## src/rtl/button_matrix_scanner.sv

```systemverilog
// Keypad matrix scanner: drives one column at a time, debounces whole scans and
// reports the lowest-index pressed key as a one-hot row/col pair with valid/ack.
module button_matrix_scanner #(
  parameter int RWIDTH         = 4,
  parameter int CWIDTH         = 4,
  parameter int SCAN_DIV       = 1000,
  parameter int DEBOUNCE_SCANS = 3
) (
  input  logic              clk,
  input  logic              rst,
  input  logic [RWIDTH-1:0] row_in,
  output logic [CWIDTH-1:0] col_drive,
  output logic [RWIDTH-1:0] key_row,
  output logic [CWIDTH-1:0] key_col,
  output logic              key_valid,
  input  logic              key_ack,
  output logic              key_held,
  output logic              overrun
);
  localparam int RB = (RWIDTH > 1) ? $clog2(RWIDTH) : 1;
  localparam int CB = (CWIDTH > 1) ? $clog2(CWIDTH) : 1;
  localparam int IB = $clog2(RWIDTH*CWIDTH + 1);
  localparam int DB = $clog2(SCAN_DIV);
  localparam int SB = $clog2(DEBOUNCE_SCANS + 1);

  typedef enum logic {SCAN, EVAL} state_t;

  state_t            state_q, state_d;
  logic [RWIDTH-1:0] row_s1_q, row_s2_q;
  logic [DB-1:0]     dwell_q, dwell_d;
  logic [CB-1:0]     col_q, col_d;
  logic              cand_vld_q, cand_vld_d;
  logic [RB-1:0]     cand_r_q, cand_r_d;
  logic [CB-1:0]     cand_c_q, cand_c_d;
  logic              prev_vld_q, prev_vld_d;
  logic [RB-1:0]     prev_r_q, prev_r_d;
  logic [CB-1:0]     prev_c_q, prev_c_d;
  logic [SB-1:0]     stable_q, stable_d;
  logic              held_q, held_d;
  logic [RB-1:0]     held_r_q, held_r_d;
  logic [CB-1:0]     held_c_q, held_c_d;
  logic              key_valid_q, key_valid_d;
  logic [RWIDTH-1:0] key_row_q, key_row_d;
  logic [CWIDTH-1:0] key_col_q, key_col_d;
  logic              overrun_q, overrun_d;

  logic              col_hit;
  logic [RB-1:0]     col_r;
  logic [IB-1:0]     hit_idx, cand_idx;
  logic              same, press;

  // Within one column the lowest row gives the lowest index r*CWIDTH+c.
  always_comb begin
    col_hit = 1'b0;
    col_r   = '0;
    for (int r = RWIDTH-1; r >= 0; r--) begin
      if (row_s2_q[r]) begin
        col_hit = 1'b1;
        col_r   = RB'(r);
      end
    end
  end

  assign hit_idx  = IB'(col_r) * IB'(CWIDTH) + IB'(col_q);
  assign cand_idx = IB'(cand_r_q) * IB'(CWIDTH) + IB'(cand_c_q);
  assign same     = (cand_vld_q == prev_vld_q) &&
                    (!cand_vld_q || (cand_r_q == prev_r_q && cand_c_q == prev_c_q));

  always_comb begin
    state_d     = state_q;
    dwell_d     = dwell_q;
    col_d       = col_q;
    cand_vld_d  = cand_vld_q;
    cand_r_d    = cand_r_q;
    cand_c_d    = cand_c_q;
    prev_vld_d  = prev_vld_q;
    prev_r_d    = prev_r_q;
    prev_c_d    = prev_c_q;
    stable_d    = stable_q;
    held_d      = held_q;
    held_r_d    = held_r_q;
    held_c_d    = held_c_q;
    key_valid_d = key_valid_q;
    key_row_d   = key_row_q;
    key_col_d   = key_col_q;
    overrun_d   = 1'b0;
    press       = 1'b0;
    case (state_q)
      SCAN: begin
        if (dwell_q == DB'(SCAN_DIV-1)) begin
          dwell_d = '0;
          if (col_hit && (!cand_vld_q || hit_idx < cand_idx)) begin
            cand_vld_d = 1'b1;
            cand_r_d   = col_r;
            cand_c_d   = col_q;
          end
          if (col_q == CB'(CWIDTH-1)) begin
            col_d   = '0;
            state_d = EVAL;
          end else begin
            col_d = col_q + CB'(1);
          end
        end else begin
          dwell_d = dwell_q + DB'(1);
        end
      end
      EVAL: begin
        if (!same)
          stable_d = SB'(1);
        else if (stable_q != SB'(DEBOUNCE_SCANS))
          stable_d = stable_q + SB'(1);
        prev_vld_d = cand_vld_q;
        prev_r_d   = cand_r_q;
        prev_c_d   = cand_c_q;
        cand_vld_d = 1'b0;
        cand_r_d   = '0;
        cand_c_d   = '0;
        state_d    = SCAN;
        if (stable_d == SB'(DEBOUNCE_SCANS)) begin
          if (cand_vld_q && (!held_q || cand_r_q != held_r_q || cand_c_q != held_c_q)) begin
            press    = 1'b1;
            held_d   = 1'b1;
            held_r_d = cand_r_q;
            held_c_d = cand_c_q;
          end else if (!cand_vld_q && held_q) begin
            held_d   = 1'b0;
            held_r_d = '0;
            held_c_d = '0;
          end
        end
      end
      default: state_d = SCAN;
    endcase
    // An ack in the same cycle as a new press frees the slot for it.
    if (key_valid_q && key_ack) key_valid_d = 1'b0;
    if (press) begin
      if (!key_valid_q || key_ack) begin
        key_valid_d = 1'b1;
        key_row_d   = RWIDTH'(1) << cand_r_q;
        key_col_d   = CWIDTH'(1) << cand_c_q;
      end else begin
        overrun_d = 1'b1;
      end
    end
  end

  always_ff @(posedge clk or posedge rst) begin
    if (rst) begin
      row_s1_q    <= '0;
      row_s2_q    <= '0;
      state_q     <= SCAN;
      dwell_q     <= '0;
      col_q       <= '0;
      cand_vld_q  <= 1'b0;
      cand_r_q    <= '0;
      cand_c_q    <= '0;
      prev_vld_q  <= 1'b0;
      prev_r_q    <= '0;
      prev_c_q    <= '0;
      stable_q    <= '0;
      held_q      <= 1'b0;
      held_r_q    <= '0;
      held_c_q    <= '0;
      key_valid_q <= 1'b0;
      key_row_q   <= '0;
      key_col_q   <= '0;
      overrun_q   <= 1'b0;
    end else begin
      row_s1_q    <= row_in;
      row_s2_q    <= row_s1_q;
      state_q     <= state_d;
      dwell_q     <= dwell_d;
      col_q       <= col_d;
      cand_vld_q  <= cand_vld_d;
      cand_r_q    <= cand_r_d;
      cand_c_q    <= cand_c_d;
      prev_vld_q  <= prev_vld_d;
      prev_r_q    <= prev_r_d;
      prev_c_q    <= prev_c_d;
      stable_q    <= stable_d;
      held_q      <= held_d;
      held_r_q    <= held_r_d;
      held_c_q    <= held_c_d;
      key_valid_q <= key_valid_d;
      key_row_q   <= key_row_d;
      key_col_q   <= key_col_d;
      overrun_q   <= overrun_d;
    end
  end

  assign col_drive = (state_q == SCAN) ? (CWIDTH'(1) << col_q) : '0;
  assign key_row   = key_row_q;
  assign key_col   = key_col_q;
  assign key_valid = key_valid_q;
  assign key_held  = held_q;
  assign overrun   = overrun_q;
endmodule

```

## config.mk

```make
export PLATFORM = sky130hd
export DESIGN_NAME = button_matrix_scanner
export DESIGN_NICKNAME = d
export VERILOG_FILES = /design/src/rtl/button_matrix_scanner.sv
export SDC_FILE = /design/constraint.sdc
export NUM_CORES = 1
export LEC_CHECK = 0
export CAP_MARGIN = 20
export CORE_UTILIZATION = 40
export DETAILED_ROUTE_END_ITERATION = 16
export PLACE_DENSITY_LB_ADDON = 0.3
export SLEW_MARGIN = 40
export SYNTH_ARGS = -nofsm -noshare
export SYNTH_HDL_FRONTEND = slang
export SYNTH_SLANG_ARGS = --single-unit
```

## constraint.sdc

```tcl
create_clock -name clk -period 2.95 [get_ports clk]
set_clock_uncertainty 0.1 [all_clocks]
set_input_delay 0.59 -clock clk [delete_from_list [all_inputs] [get_ports clk]]
set_output_delay 0.59 -clock clk [all_outputs]
set_load 0.01 [all_outputs]
```

==> impl_metrics.env, run 1 <==
export IMPL_status="finished, final reports clean"
export IMPL_peakVddDrop_v=0.000233
export IMPL_yosys_register_bits=48
export IMPL_slew_viol_final=0
export IMPL_async_reset_ff_frac=1.00
export IMPL_cp_required_ps=2260
export IMPL_setup_viol=0
export IMPL_cts_buffer_depth=2
export IMPL_syn_inst=204
export IMPL_cts_setup_buffers=0
export IMPL_antenna_found_initial=0
export IMPL_grt_pass1_vias=1411
export IMPL_std_cell_rows=27
export IMPL_grt_overflow_total=0
export IMPL_grt_pass1_wl_mm=6.44
export IMPL_clkLatencyLatePin_ps=300
export IMPL_switching_share=0.203
export IMPL_crit_arrival_ps=1700
export IMPL_final_hold_viol_count=0
export IMPL_syn2layout_area_growth_pct=15.6
export IMPL_h_tree_depth=2
export IMPL_diodes=0
export IMPL_rsz0062_at_grt="false"
export IMPL_crit_slowest_cell="clkdlybuf4s50_1"
export IMPL_worst_pin_slew_ps=589
export IMPL_detailed_place_hpwl_mm=2.49
export IMPL_powerDensity_mw_per_mm2=418
export IMPL_drt_wirelength_per_cell_um=11.8
export IMPL_crit_type="flip-flop to output port"
export IMPL_path_max_fanout=6
export IMPL_critPathMaxStageDelay_ps=550
export IMPL_via_count=1401
export IMPL_avgSynthCellArea_um2=11.2
export IMPL_die_area_mm2=0.00602
export IMPL_die_h_um=77.6
export IMPL_mostFrequentLayoutCells="dfrtp_1 (48), nor2_1 (26), nand2_1 (24)"
export IMPL_cts_hold_buf=0
export IMPL_pwr_share_comb=0.025
export IMPL_setup_tns_ps=0
export IMPL_fill_cells=509
export IMPL_yosys_top_cells_area="dfrtp_1 (53%), ha_1 (4.4%), nor2_1 (4.3%), mux2_4 (3.9%), nand2_1 (3.9%)"
export IMPL_cts_buffers=5
export IMPL_power_leakage_nw=1.24
export IMPL_firstDrtPassIters=4
export IMPL_port_buffers=21
export IMPL_ios=22
export IMPL_final_net_count=241
export IMPL_synth_top_area_frac=0.525
export IMPL_postRouteWirelength_mm=3.52
export IMPL_grt_use_total=0.136
export IMPL_clkPwrFrac=0.374
export IMPL_p_seq_frac=0.601
export IMPL_start_util=0.415
export IMPL_drive_gt1_frac=0.128
export IMPL_core_area_mm2=0.00551
export IMPL_multi_input_area_um2=986
export IMPL_globalplace_congestion=0.714
export IMPL_clk_pin_slew_worst_paths_ps=80
export IMPL_max_freq_mhz=418
export IMPL_maxSlewHeadroom=0.608
export IMPL_final_antenna_net_count=0
export IMPL_internal_power_mw=0.882
export IMPL_crit_path_start_kind="flip-flop"
export IMPL_synth_warnings=0
export IMPL_synthesis_area_mm2=0.00229
export IMPL_final_common_cell="dfrtp_1"
export IMPL_synth_ff_type="dfrtp_1"
export IMPL_fin_cells=298
export IMPL_worstSetupEndpointType="output port"
export IMPL_fin_crit_sh=0.811
export IMPL_cp_cell_sequence="inv_1, ha_1, nor2b_1, clkdlybuf4s50_1"
export IMPL_drt_iter0_markers=44
export IMPL_ys_seq_area_frac=0.525
export IMPL_viasPerCell=4.70
export IMPL_yosysTopAreaCell="dfrtp_1"
export IMPL_drcViolationCount=0
export IMPL_p_switching_mw=0.224
export IMPL_fin_crit_ps=2390
export IMPL_yosysUniqueCellTypes=41
export IMPL_hp_class="flip-flop to flip-flop"
export IMPL_cts_sinks=48
export IMPL_postCtsResizedCells=0
export IMPL_root_buffer="clkbuf_8"
export IMPL_grt_start_max_net_pins=49
export IMPL_register_area_mm2=0.00120
export IMPL_syn_nets=219
export IMPL_die_w_um=77.6
export IMPL_cts_tree="done"
export IMPL_synth_edff_count=0
export IMPL_dp_cells=291
export IMPL_drv_cap=0
==> kinds of logic after synthesis <==
kind of cell | count (synthesis) | share of synthesized area
AO/OA/AOI/OAI | 22 | 0.0799
flip-flops | 48 | 0.525
XOR/XNOR | 15 | 0.0607
adder cells (fa/ha/maj) | 8 | 0.0438
AND/OR/NAND/NOR | 75 | 0.161
buffers and inverters | 20 | 0.0438
multiplexers | 16 | 0.0859
==> critical path: cells and delay by family (launching register included) <==
| kind | cells | cell delay (ps) |
|---|---|---|
| buf+inv | 2 | 670 |
| flops | 1 | 440 |
| fa+ha+maj | 1 | 160 |
| simple gates | 1 | 140 |
==> routing by layer <==
metal  vias up  global-route usage  routed length [um]  part of all wire
li1        717                   -                   -                 -
met1       650               0.183                1800              0.51
met2        29               0.211                1550              0.44
met3         5              0.0353                 124             0.035
met4         0              0.0453                  40             0.011
met5         -                   0                   0                 0
==> layout make-up <==
cell class,count,share of cell area
Sequential cell,48,0.454
Multi-Input combinational cell,136,0.373
Timing Repair Buffer,23,0.0852
Clock buffer,7,0.0364
Tap cell,72,0.0341
Inverter,12,0.0170
==> through the flow <==
step | hold WS [ps] | util | cell area (um^2) | power, mW | worst slack (ps)
2_1_floorplan | 231 | - | 2290 | 0.693 | 1060
3_3_place_gp | 233 | 0.463 | 2550 | 0.707 | 933
3_5_place_dp | 236 | 0.463 | 2550 | 0.708 | 891
4_1_cts | 255 | 0.480 | 2640 | 1.13 | 529
5_1_grt | 266 | 0.480 | 2640 | 1.15 | 443
6_report | 253 | 0.480 | 2640 | 1.11 | 558
==> power groups by stage <==
stage	Combinational [mW]	Clock (mW)	Sequential, mW
after global placement	0.0288	0	0.678
after floorplan	0.0153	0	0.678
after CTS	0.0291	0.436	0.665
after global routing	0.0324	0.456	0.666
after detailed placement	0.0292	0	0.678
final	0.0275	0.414	0.665
==> final timing paths <==
kind	startpoint	endpoint	slack, ps	cells past startpoint
setup / recovery	col_q[0]	col_drive[2]	560	4
hold / removal	row_s1_q[1]	row_s2_q[1]	250	0
setup reg to reg	cand_r_q[0]	key_row[0]	960	5
hold reg to reg	row_s1_q[1]	row_s2_q[1]	250	0
max in group asynchronous	rst	cand_c_q[0]	1690	3
min in group asynchronous	rst	cand_r_q[1]	660	3
==> cell usage after synthesis (3+ instances only) <==
library cell and instances:
dfrtp_1 48, nor2_1 26, nand2_1 24, inv_1 11, xnor2_1 9, ha_1 8
mux2_4 6, mux2_2 5, mux2i_1 5, xor2_1 5, a21oi_1 4, nor2b_1 4
o21ai_0 4, o2bb2ai_1 4, and3_1 3, buf_6 3, clkbuf_1 3, nand4_1 3
nor3_1 3
==> state kept, by name, indices dropped and copies added, names as in the netlist, 2 cells and up <==
register and count:
prev_r_q 2, prev_c_q 2, cand_r_q 2, held_r_q 2, row_s1_q 4, dwell_q 10
row_s2_q 4, held_c_q 2, stable_q 2, cand_c_q 2, key_col 4, key_row 4
col_q 2
(Power assumes the default switching activity.)
==> inputs of run 2 (changes only) <==
==> constraint.sdc (replaced) <==
create_clock -name clk -period 2.4 [get_ports clk]
set_clock_uncertainty 0.1 [all_clocks]
set_input_delay 0.48 -clock clk [delete_from_list [all_inputs] [get_ports clk]]
set_output_delay 0.48 -clock clk [all_outputs]
set_load 0.01 [all_outputs]
==> run 2 against run 1 <==
  * Combinational power is 35% higher
  * Critical endpoint unchanged
  * Largest power group unchanged
  * Via count is 1.9% higher
  * Critical path depth stayed put
  * Register-to-register slack worse by 540 ps
  * Core utilization is 0.43 points higher
  * Wire length is 5.5% higher
  * Design area is 0.90% higher
  * Clock-buffer cell count is 1 lower
  * Non-clock buffer count stayed put
  * Hold slack hardly changed
  * Sequential cell count stayed put
  * Final cell count is 0.34% higher
==> impl_metrics.env, run 2 (same netlist as run 1, synthesis figures left out) <==
export IMPL_postCtsResizedCells=0
export IMPL_drt_iter0_markers=58
export IMPL_die_area_mm2=0.00602
export IMPL_largest_register_ffs=10
export IMPL_peakVddDrop_v=0.000322
export IMPL_cts_sinks=48
export IMPL_viasPerCell=4.78
export IMPL_diodes=0
export IMPL_r2r_slack_ps=420
export IMPL_globalplace_congestion=0.764
export IMPL_mostFrequentLayoutCells="dfrtp_1 (48), nor2_1 (26), nand2_1 (24)"
export IMPL_cp_required_ps=1820
export IMPL_setup_viol=0
export IMPL_grt_pass1_vias=1403
export IMPL_clk_pin_slew_worst_paths_ps=80
export IMPL_fin_crit_ps=2270
export IMPL_cts_setup_buffers=0
export IMPL_crit_path_start_kind="flip-flop"
export IMPL_final_hold_viol_count=0
export IMPL_antenna_found_initial=0
export IMPL_max_freq_mhz=442
export IMPL_final_common_cell="dfrtp_1"
export IMPL_drive_gt1_frac=0.128
export IMPL_rsz0062_at_grt="false"
export IMPL_crit_type="flip-flop to output port"
export IMPL_grt_overflow_total=0
export IMPL_clkLatencyLatePin_ps=300
export IMPL_r2r_cells=6
export IMPL_maxSlewHeadroom=0.675
export IMPL_crit_path_end="col_drive[2]"
export IMPL_cts_tree="done"
export IMPL_grt_use_total=0.139
export IMPL_hp_class="flip-flop to flip-flop"
export IMPL_core_area_mm2=0.00551
export IMPL_worstSetupEndpointType="output port"
export IMPL_h_tree_depth=2
export IMPL_root_buffer="clkbuf_8"
export IMPL_timing_rr_end="cand_r_q[1]"
export IMPL_cts_buffers=5
export IMPL_start_util=0.415
export IMPL_holdWs_ps=253
export IMPL_worstSetupStartpoint="col_q[0]"
export IMPL_slew_viol_final=0
export IMPL_die_h_um=77.6
export IMPL_fill_cells=494
export IMPL_std_cell_rows=27
export IMPL_final_antenna_net_count=0
export IMPL_status="finished, final reports clean"
export IMPL_ios=22
export IMPL_via_count=1428
export IMPL_powerDensity_mw_per_mm2=532
export IMPL_grt_start_max_net_pins=49
export IMPL_crit_arrival_ps=1690
export IMPL_postRouteWirelength_mm=3.71
export IMPL_port_buffers=21
export IMPL_drt_wirelength_per_cell_um=12.4
export IMPL_worstReg2RegStart="cand_c_q[1]"
export IMPL_path_max_fanout=6
export IMPL_power_leakage_nw=1.25
export IMPL_final_net_count=241
export IMPL_drcViolationCount=0
export IMPL_drv_cap=0
export IMPL_die_w_um=77.6
export IMPL_fin_crit_sh=0.944
export IMPL_detailed_place_hpwl_mm=2.60
export IMPL_worst_pin_slew_ps=484
export IMPL_firstDrtPassIters=4
export IMPL_grt_pass1_wl_mm=6.44
export IMPL_syn2layout_area_growth_pct=16.6
export IMPL_cts_hold_buf=0
export IMPL_cts_buffer_depth=2
export IMPL_fin_util=0.484
export IMPL_setup_tns_ps=0
export IMPL_top_register="dwell_q"
[run 2: cell count changes in the layout (fill, tap and decap cells not counted), sizes merged]
cell and change:
bufinv +1, clkbuf -1, clkinv +1
[run 2: worst min path at each step]
stage	startpoint	endpoint	slack, ps	cells past startpoint
final	row_s1_q[2]	row_s2_q[2]	250	0
after global routing	row_s1_q[3]	row_s2_q[3]	260	0
after CTS	row_s1_q[2]	row_s2_q[2]	250	0
after detailed placement	row_s1_q[2]	row_s2_q[2]	230	0
after global placement	row_s1_q[2]	row_s2_q[2]	230	0
after floorplan	row_s1_q[0]	row_s2_q[0]	230	0
[run 2: per-stage QoR]
stage	setup WS [ps]	std cells	total power, mW	cell area (um^2)
after floorplan	511	204	0.852	2290
after global placement	451	291	0.872	2560
after detailed placement	433	291	0.872	2560
after CTS	108	299	1.45	2670
after global routing	15.7	299	1.48	2670
final	135	299	1.42	2670
[run 2: final cells by class]
| class | instances | area (um^2) | area share |
|---|---|---|---|
| inverter | 12 | 45.0 | 0.0169 |
| tap | 72 | 90.1 | 0.0338 |
| multi-input combinational | 136 | 986 | 0.370 |
| timing repair buffer | 23 | 238 | 0.0891 |
| clock buffer | 6 | 72.6 | 0.0272 |
| sequential | 48 | 1200 | 0.450 |
| clock inverter | 2 | 35.0 | 0.0131 |
[run 2: critical path, stage by stage, from the launching register on]
cell and delay, ps:
dfrtp_1 450, inv_1 120, ha_1 150, nor2b_1 130, clkdlybuf4s50_1 540
[run 2: metal layers]
metal  wire (um)  track usage  vias to the layer above
met3         126       0.0365                        6
li1            -            -                      719
met4          62       0.0509                        0
met1        1810        0.180                      676
met5           0            0                        -
met2        1710        0.225                       27
[run 2: where the power goes]
part	total (mW)	switching, mW	internal (mW)
clock network	0.566	0.257	0.309
registers	0.817	0.00284	0.815
logic	0.0371	0.0218	0.0154
==> inputs of run 3 (changes only) <==
--- a/config.mk
+++ b/config.mk
@@ -9,6 +9,7 @@
 export CORE_UTILIZATION = 40
 export DETAILED_ROUTE_END_ITERATION = 16
 export PLACE_DENSITY_LB_ADDON = 0.3
+export SKIP_LAST_GASP = 1
 export SLEW_MARGIN = 40
 export SYNTH_ARGS = -nofsm -noshare
 export SYNTH_HDL_FRONTEND = slang
==> results of run 3 <==
Same layout as run 2: the final DEF is identical, and so are final timing and power.
